<file path="config.mk">
export PLATFORM = sky130hd
export DESIGN_NAME = mmu_requester
export DESIGN_NICKNAME = d
export VERILOG_FILES = /design/src/rtl/mmu_requester.sv
export SDC_FILE = /design/constraint.sdc
export NUM_CORES = 1
export LEC_CHECK = 0
export CORE_AREA = 2 2 336 338
export DETAILED_ROUTE_END_ITERATION = 8
export DIE_AREA = 0 0 338 340
export PLACE_DENSITY = 0.46
export SLEW_MARGIN = 20
export SYNTH_ARGS = -nofsm -noshare
export SYNTH_HDL_FRONTEND = slang
export SYNTH_SLANG_ARGS = --single-unit
</file>
<file path="constraint.sdc">
create_clock -name clock -period 8.9 [get_ports clock]
set_input_delay 1.78 -clock clock [delete_from_list [all_inputs] [get_ports clock]]
set_output_delay 1.78 -clock clock [all_outputs]
set_load 0.05 [all_outputs]
</file>
<file path="src/rtl/mmu_requester.sv">
// mmu_requester: initiator side of the memory start/done handshake.
// Moves a block of up to MAX_WORDS words between the memory unit and a flat
// local buffer. It sends one start pulse per word, waits for done, then
// moves on to the next address.
//
// Ports:
//   clock, reset_n      rising-edge clock, async active-low reset
//   cmd_start           one-cycle pulse; accepted only while idle
//   cmd_write           1 = buffer -> memory, 0 = memory -> buffer
//   cmd_base, cmd_len   first address and word count, sampled with cmd_start
//   wr_data             source words, word i at [i*DATA_WIDTH +: DATA_WIDTH]
//   rd_data             captured read words, same packing
//   busy, done, error   transfer status (error is sticky until next command)
//   mem_*               memory unit handshake and data
module mmu_requester #(
  parameter int DATA_WIDTH = 16,
  parameter int ADDR_WIDTH = 6,
  parameter int MAX_WORDS  = 25,
  parameter int TIMEOUT    = 15
) (
  input  logic                            clock,
  input  logic                            reset_n,
  input  logic                            cmd_start,
  input  logic                            cmd_write,
  input  logic [ADDR_WIDTH-1:0]           cmd_base,
  input  logic [ADDR_WIDTH-1:0]           cmd_len,
  input  logic [MAX_WORDS*DATA_WIDTH-1:0] wr_data,
  output logic [MAX_WORDS*DATA_WIDTH-1:0] rd_data,
  output logic                            busy,
  output logic                            done,
  output logic                            error,
  output logic                            mem_start,
  output logic [ADDR_WIDTH-1:0]           mem_address,
  output logic [DATA_WIDTH-1:0]           mem_data_in,
  output logic                            mem_write_enabled,
  input  logic [DATA_WIDTH-1:0]           mem_data_out,
  input  logic                            mem_done
);

  localparam int IDX_W = (MAX_WORDS > 1) ? $clog2(MAX_WORDS) : 1;
  localparam int TMR_W = $clog2(TIMEOUT + 1);
  localparam logic [ADDR_WIDTH-1:0] MAX_LEN   = ADDR_WIDTH'(MAX_WORDS);
  localparam logic [ADDR_WIDTH:0]   ADDR_SPAN = {1'b1, {ADDR_WIDTH{1'b0}}};

  typedef enum logic [2:0] {S_IDLE, S_ISSUE, S_WAIT, S_CAPTURE, S_DONE} state_e;

  typedef logic [MAX_WORDS-1:0][DATA_WIDTH-1:0] words_t;

  state_e                  state_q, state_d;
  logic                    mode_q, mode_d;
  logic [ADDR_WIDTH-1:0]   base_q, base_d;
  logic [ADDR_WIDTH-1:0]   len_q, len_d;
  logic [IDX_W-1:0]        idx_q, idx_d;
  logic [TMR_W-1:0]        timer_q, timer_d;
  words_t                  rd_q, rd_d;
  logic                    busy_q, busy_d;
  logic                    done_q, done_d;
  logic                    err_q, err_d;
  logic                    start_q, start_d;
  logic [ADDR_WIDTH-1:0]   addr_q, addr_d;
  logic [DATA_WIDTH-1:0]   wdat_q, wdat_d;
  logic                    we_q, we_d;

  words_t                  wr_words;
  logic [ADDR_WIDTH:0]     end_addr;
  logic                    cmd_bad;
  logic [IDX_W-1:0]        idx_nxt;
  logic [TMR_W-1:0]        timer_nxt;
  logic                    last_word;

  assign wr_words  = wr_data;
  // One extra bit so base+len == 2^ADDR_WIDTH (ends on the last address) is legal.
  assign end_addr  = {1'b0, cmd_base} + {1'b0, cmd_len};
  assign cmd_bad   = (cmd_len == '0) || (cmd_len > MAX_LEN) || (end_addr > ADDR_SPAN);
  assign idx_nxt   = idx_q + IDX_W'(1);
  assign timer_nxt = timer_q + TMR_W'(1);
  assign last_word = (ADDR_WIDTH'(idx_q) == len_q - ADDR_WIDTH'(1));

  always_comb begin
    state_d = state_q;
    mode_d  = mode_q;
    base_d  = base_q;
    len_d   = len_q;
    idx_d   = idx_q;
    timer_d = timer_q;
    rd_d    = rd_q;
    busy_d  = busy_q;
    done_d  = 1'b0;
    err_d   = err_q;
    start_d = 1'b0;
    addr_d  = addr_q;
    wdat_d  = wdat_q;
    we_d    = we_q;

    unique case (state_q)
      S_IDLE: begin
        if (cmd_start) begin
          mode_d = cmd_write;
          base_d = cmd_base;
          len_d  = cmd_len;
          idx_d  = '0;
          err_d  = cmd_bad;
          if (cmd_bad) begin
            state_d = S_DONE;
            done_d  = 1'b1;
          end else begin
            state_d = S_ISSUE;
            busy_d  = 1'b1;
            start_d = 1'b1;
            timer_d = '0;
            addr_d  = cmd_base;
            we_d    = cmd_write;
            wdat_d  = cmd_write ? wr_words[0] : '0;
          end
        end
      end

      S_ISSUE: begin
        state_d = S_WAIT;
        timer_d = '0;
      end

      S_WAIT: begin
        timer_d = timer_nxt;
        // mem_done may still be high from the previous access during the
        // first WAIT cycle, so it only counts once timer has moved.
        if (timer_q != '0 && mem_done) begin
          state_d = S_CAPTURE;
          we_d    = 1'b0;
        end else if (timer_nxt == TMR_W'(TIMEOUT)) begin
          state_d = S_DONE;
          err_d   = 1'b1;
          we_d    = 1'b0;
          busy_d  = 1'b0;
          done_d  = 1'b1;
        end
      end

      S_CAPTURE: begin
        if (!mode_q) rd_d[idx_q] = mem_data_out;
        if (last_word) begin
          state_d = S_DONE;
          busy_d  = 1'b0;
          done_d  = 1'b1;
        end else begin
          state_d = S_ISSUE;
          idx_d   = idx_nxt;
          start_d = 1'b1;
          timer_d = '0;
          addr_d  = base_q + ADDR_WIDTH'(idx_nxt);
          we_d    = mode_q;
          wdat_d  = mode_q ? wr_words[idx_nxt] : '0;
        end
      end

      S_DONE: state_d = S_IDLE;

      default: state_d = S_IDLE;
    endcase
  end

  always_ff @(posedge clock or negedge reset_n) begin
    if (!reset_n) begin
      state_q <= S_IDLE;
      mode_q  <= 1'b0;
      base_q  <= '0;
      len_q   <= '0;
      idx_q   <= '0;
      timer_q <= '0;
      rd_q    <= '0;
      busy_q  <= 1'b0;
      done_q  <= 1'b0;
      err_q   <= 1'b0;
      start_q <= 1'b0;
      addr_q  <= '0;
      wdat_q  <= '0;
      we_q    <= 1'b0;
    end else begin
      state_q <= state_d;
      mode_q  <= mode_d;
      base_q  <= base_d;
      len_q   <= len_d;
      idx_q   <= idx_d;
      timer_q <= timer_d;
      rd_q    <= rd_d;
      busy_q  <= busy_d;
      done_q  <= done_d;
      err_q   <= err_d;
      start_q <= start_d;
      addr_q  <= addr_d;
      wdat_q  <= wdat_d;
      we_q    <= we_d;
    end
  end

  assign rd_data           = rd_q;
  assign busy              = busy_q;
  assign done              = done_q;
  assign error             = err_q;
  assign mem_start         = start_q;
  assign mem_address       = addr_q;
  assign mem_data_in       = wdat_q;
  assign mem_write_enabled = we_q;

endmodule
</file>
### Word level (Yosys, flattened, before mapping)

Index checks and enable logic that the tools add are counted.

| word-level totals | value |
|---|---|
| input bits | 433 |
| output and inout bits | 427 |
| register bits | 452 |
| logic and storage cells | 134 |

| operators by class | value |
|---|---|
| reductions and logical operators | 20 |
| bitwise operators | 1 |
| mux-type cells | 53 |
| equality and inequality tests | 12 |
| add/subtract/negate cells | 5 |
| order comparisons | 5 |

Operators by type and width:

| kind | number |
|---|---|
| 400-bit bitwise mux | 1 |
| 16-bit 2-to-1 mux | 7 |
| 16-bit binary-select mux with 5-bit select | 1 |
| 16-bit demux with 5-bit select | 1 |
| 16-bit one-hot mux with 2 select lines | 1 |
| 1-bit 2-to-1 mux | 20 |
| 6-bit 2-to-1 mux | 3 |
| 4-bit one-hot mux with 4 select lines | 1 |
| 3-bit 2-to-1 mux | 5 |
| 5-bit by 6-bit < comparator with 1-bit output (second input constant) | 2 |
| 4-bit 2-to-1 mux | 3 |
| 2-bit inequality test (second input constant) | 6 |
| 3-bit one-hot mux with 4 select lines | 1 |
| 6-bit one-hot mux with 2 select lines | 1 |
| 4-bit AND reduction | 3 |
| 5-bit 2-to-1 mux | 2 |
| 5-bit one-hot mux with 2 select lines | 1 |
| 1-bit one-hot mux with 3 select lines | 3 |
| 4-bit nonzero test | 2 |
| 6-bit by 6-bit adder with 7-bit output | 1 |
| 7-bit > comparator (second input constant) | 1 |
| 6-bit by 5-bit adder with 6-bit output | 1 |
| 3-bit by 2-bit == test with 1-bit output (second input constant) | 2 |
| 5-bit by 6-bit == test with 1-bit output | 1 |
| other kinds (20) | 26 |

### Longest topological paths before layout

| logic depth | value |
|---|---|
| depth after elaboration | 6 |
| depth in mapped cells | 13 |

### Least setup slack after synthesis

OpenSTA, ideal clock, no wires.

| timing path | value |
|---|---|
| path kind | in2reg |
| from | in cmd_base[0] |
| to | reg wdat_q[10] (netlist: mem_data_in[10]) |
| required time | 8775 ps |
| buffers on the path | 1 |
| arrival time | 3839 ps |
| slack | 4936 ps |
| setup time | 125 ps |
| cell stages on the path | 11 |
| path through | ha_1 > inv_1 > fa_1 > nor2b_1 > o311ai_0 > o211ai_1 > a32oi_1 > nor3_2 > a21o_4 > buf_6 > mux2_4 |

| on the way | value |
|---|---|
| cells in the longest elaborated chain, start to end | 5 |

RTL lines:

| item | RTL line | RTL |
|---|---|---|
| start, declared | 25 | `input logic [ADDR_WIDTH-1:0] cmd_base,` |
| 6-bit by 6-bit adder with 7-bit output | 73 | `assign end_addr = {1'b0, cmd_base} + {1'b0, cmd_len};` |
| 7-bit > comparator | 74 | `assign cmd_bad = (cmd_len == '0) \|\| (cmd_len > MAX_LEN) \|\| (end_addr > ADDR_SPAN);` |
| 1-bit logical OR | 74 |  |
| 2-bit inequality test (no source line) | - |  |
| 4-bit AND reduction (no source line) | - |  |
| end signal, assigned | 191 | `wdat_q <= wdat_d;` |
| end, declared | 61 | `logic [DATA_WIDTH-1:0] wdat_q, wdat_d;` |

Every way passes these cells.
A chain may end at the register's enable or synchronous reset.

### Worst setup path in the final report

| timing path | value |
|---|---|
| from | reg idx_q[0] |
| to | reg wdat_q[12] (netlist: mem_data_in[12]) |

| on the way | value |
|---|---|
| cells in the longest elaborated chain, start to end | 6 |
| elaborated cells on any way between the ends | 9 |
| classes of those cells | 1 x add/sub; 2 x eq/ne; 5 x mux; 1 x reduce/logical |

RTL lines:

| item | RTL line | RTL |
|---|---|---|
| start, declared | 53 | `logic [IDX_W-1:0] idx_q, idx_d;` |
| start signal, assigned | 183 | `idx_q <= idx_d;` |
| 5-bit by 1-bit adder with 5-bit output | 75 | `assign idx_nxt = idx_q + IDX_W'(1);` |
| 16-bit binary-select mux with 5-bit select | 152 | `wdat_d = mode_q ? wr_words[idx_nxt] : '0;` |
| 16-bit 2-to-1 mux (implied by the code) | 152 |  |
| 16-bit 2-to-1 mux | 152 |  |
| 16-bit 2-to-1 mux | 141 | `if (last_word) begin` |
| 16-bit one-hot mux with 2 select lines | 95 | `unique case (state_q)` |

Parallel ways exist; a longest one is shown, timed or not. The select of a mux whose other input is x is not followed.

==> results.yml <==
status:
  status: "complete, no violations"
yosys:
  syn_avg_cell_area_sq_um: 14.6
  synth_edf_count: 0
  yosysUniqueCellTypes: 62
  synth_flop_cell: "dfrtp_1"
  seq_area_frac_synth: 0.529
  synthCells: 1462
  synth_warnings: 0
  synth.net_count: 1916
  synth-async-reset-ratio: 1.00
  ys_ff_latch: 452
  syn_area_sq_um: 21400
detailed_routing:
  drc: 0
  routed-via-count: 16800
  dr.pass1.iters: 6
  avgViaCountPerCell: 4.37
  wl_per_cell_microns: 29.4
  ant_nets: 0
  drt_iter0_drc: 965
  drt-total-wl_microns: 113000
placed_design:
  io_buffer_count: 859
  globalplace.congestion: 0.953
  dpl.hpwl_microns: 88100
finish:
  n_fill_cell: 11200
  final_core_utilization: 0.301
  nets: 2755
  drive_gt1_frac: 0.291
  layout-area-overhead-vs-synth_pct: 57.2
pwr:
  power_density_nw_per_um2: 220
  peakVddDrop_mv: 0.151
  pwr-share-comb: 0.346
  pwr-share-clk: 0.320
  internal-power_mw: 4.79
  power_frac_seq: 0.333
  p_sw_frac: 0.354
  p_leak_nw: 13.3
  switching_power_mw: 2.62
flow_run:
  max_cap_violations: 0
min_path:
  worst_hold_path_type: "register to register"
sta:
  finalSetupTns_ns: 0
  relSlewSlack: 0.153
  hold_violations: 0
  worstMarginPinSlew_ns: 1.24
  rsz0062_at_grt: "no"
  fin_skew_ns: 0.0180
  report.final.slew_viol_count: 0
  final.period_utilization: 0.583
  finalCriticalPeriod_ns: 5.19
  max_freq_ghz: 0.193
  finalSetupViolCount: 0
grt:
  grt_pass1_wl_microns: 153000
  antenna_found_initial: 18
  grt_max_degree: 158
  grt_pass1_vias: 17600
  grt.total_usage: 0.192
  overflow: 0
floorplan:
  die_area_sq_um: 115000
  die_x_microns: 338
  row_count: 123
  die_h_microns: 340
  fp.coreArea_sq_um: 112000
  initial_core_util: 0.192
  pin_count: 860
critical_path:
  cp_top_family: "compound AO/OA/AOI/OAI gates"
  cp-start-kind: "register"
  crit_buf_inv: 2
  path_max_fanout: 52
  path_class: "register to register"
  path_cells: "inv_1 -> ha_4 -> buf_4 -> mux4_2 -> nor2b_1 -> a2111oi_0 -> o21ai_1 -> mux2_4"
  arrival_ns: 5.70
  cp_slowest_cell: "a2111oi_0"
  slowest_delay_ns: 1.05
  cp-end-kind: "register"
  required_ns: 9.41
clock_network:
  clockBufferDepth: 3
  insertion_delay_ns: 0.63
  hold_buffers: 0
  cts_resized: 0
  cts_buffers: 56
  path_clk_slew_ns: 0.06
  h-tree-depth: 2
  cts_tree: "built"
  cts_sinks: 452
  cts-root-buf: "clkbuf_16"
  cts_setup_buffers: 0
[tightest hold or removal path, cell delays in order, from the launching register on]
cell and delay, ns:
dfrtp_1 0.35, nand2_1 0.05, nand2_1 0.06
[per-stage QoR]
stage	area (sq um)	std cells	setup slack (ns)	power (mW)	hold WS (ns)
2_1_floorplan	21400	1462	4.94	4.03	0.452
3_3_place_gp	31700	3743	3.73	5.05	0.472
3_5_place_dp	31700	3743	3.77	5.08	0.482
4_1_cts	33600	3843	3.82	7.52	0.496
5_1_grt	33600	3844	3.51	7.72	0.514
6_report	33600	3850	3.71	7.41	0.496
[metal layers]
layer | track usage | vias to the layer above | part of all wire
met2 | 0.301 | 637 | 0.45
li1 | - | 7116 | -
met1 | 0.264 | 8946 | 0.45
met4 | 0.0411 | 6 | 0.022
met3 | 0.0520 | 118 | 0.074
met5 | 0 | - | 0.00036
[layout make-up]
type | instances | area, sq um | area share
Tap cell | 1500 | 1880 | 0.0558
Timing Repair Buffer | 891 | 8850 | 0.263
Clock buffer | 72 | 1550 | 0.0462
Inverter | 17 | 63.8 | 0.00190
Multi-Input combinational cell | 883 | 9590 | 0.285
Sequential cell | 452 | 11300 | 0.337
Clock inverter | 28 | 358 | 0.0106
Antenna cell | 7 | 17.5 | 0.000521
[cells by family after synthesis]
kind of cell	synth area share
AOI/OAI and AO/OA	0.0400
xor gates and xnor gates	0.00737
adders and majority gates	0.0130
buffers and inverters	0.0256
DFF	0.529
muxes	0.341
and+or+nand+nor	0.0443
[cells in the mapped netlist, drive strengths merged (2+ instances only)]
master	count	area, sq um
dfrtp	452	11300
mux2	422	4810
mux4	96	2160
nand2	89	364
clkbuf	65	245
buf	45	238
nor2b	35	219
mux2i	32	320
o21ai	29	145
nor2	20	82.6
ha	19	238
a221o	17	170
inv	17	63.8
a2111oi	16	140
a21oi	10	50.1
xor2	10	87.6
xnor2	8	70.1
nand3	7	35.0
nor3b	7	80.1
a22o	6	52.6
nand2b	6	37.5
nor3	6	35.0
a21o	4	37.5
o211ai	4	30.0
o221a	4	45.0
a31oi	3	25.0
and2	3	18.8
o21a	3	22.5
o311ai	3	26.3
or3	3	18.8
and3	2	12.5
fa	2	40.0
o21bai	2	15.0
o31a	2	17.5
o31ai	2	15.0
[layout by cell type (no fill, tap or decap), types with 16 or more instances in the layout]
| cell type | count |
|---|---|
| inv_1 | 16 |
| dfrtp_1 | 451 |
| mux4_2 | 96 |
| clkbuf_16 | 57 |
| mux2_2 | 407 |
| clkdlybuf4s50_1 | 854 |
| a221o_1 | 17 |
| nor2b_1 | 35 |
| o21ai_0 | 21 |
| nor2_1 | 17 |
| nand2_1 | 76 |
| mux2i_1 | 32 |
| buf_4 | 30 |
| ha_1 | 18 |
[power by group through the flow]
stage          registers (mW)  clock network, mW  logic, mW
6_report                 2.47               2.37       2.57
5_1_grt                  2.50               2.54       2.68
4_1_cts                  2.47               2.46       2.59
3_5_place_dp             2.50                  0       2.58
3_3_place_gp             2.50                  0       2.56
2_1_floorplan            3.04                  0      0.990
[state kept, by name, summed over array words and instances, names as in the netlist, 3 cells and up]
name         flops
len_q            6
mem_data_in     16
mem_address      6
rd_data        400
state_q          3
idx_q            5
base_q           6
timer_q          4
[worst paths after layout]
check	to	cells past startpoint	startpoint	slack, ns
hold reg to reg	base_q[3]$_DFFE_PN0P_	2	base_q[3]$_DFFE_PN0P_	0.50
max in group asynchronous	rd_data[243]$_DFFE_PN0P_	3	reset_n	5.80
hold / removal	base_q[3]$_DFFE_PN0P_	2	base_q[3]$_DFFE_PN0P_	0.50
min in group asynchronous	rd_data[343]$_DFFE_PN0P_	1	reset_n	1.12
setup / recovery	mem_data_in[12]$_DFFE_PN0P_	8	idx_q[0]$_DFFE_PN0P_	3.71
setup reg to reg	mem_data_in[12]$_DFFE_PN0P_	8	idx_q[0]$_DFFE_PN0P_	3.71
No activity file was read; power rests on OpenSTA's default activity.
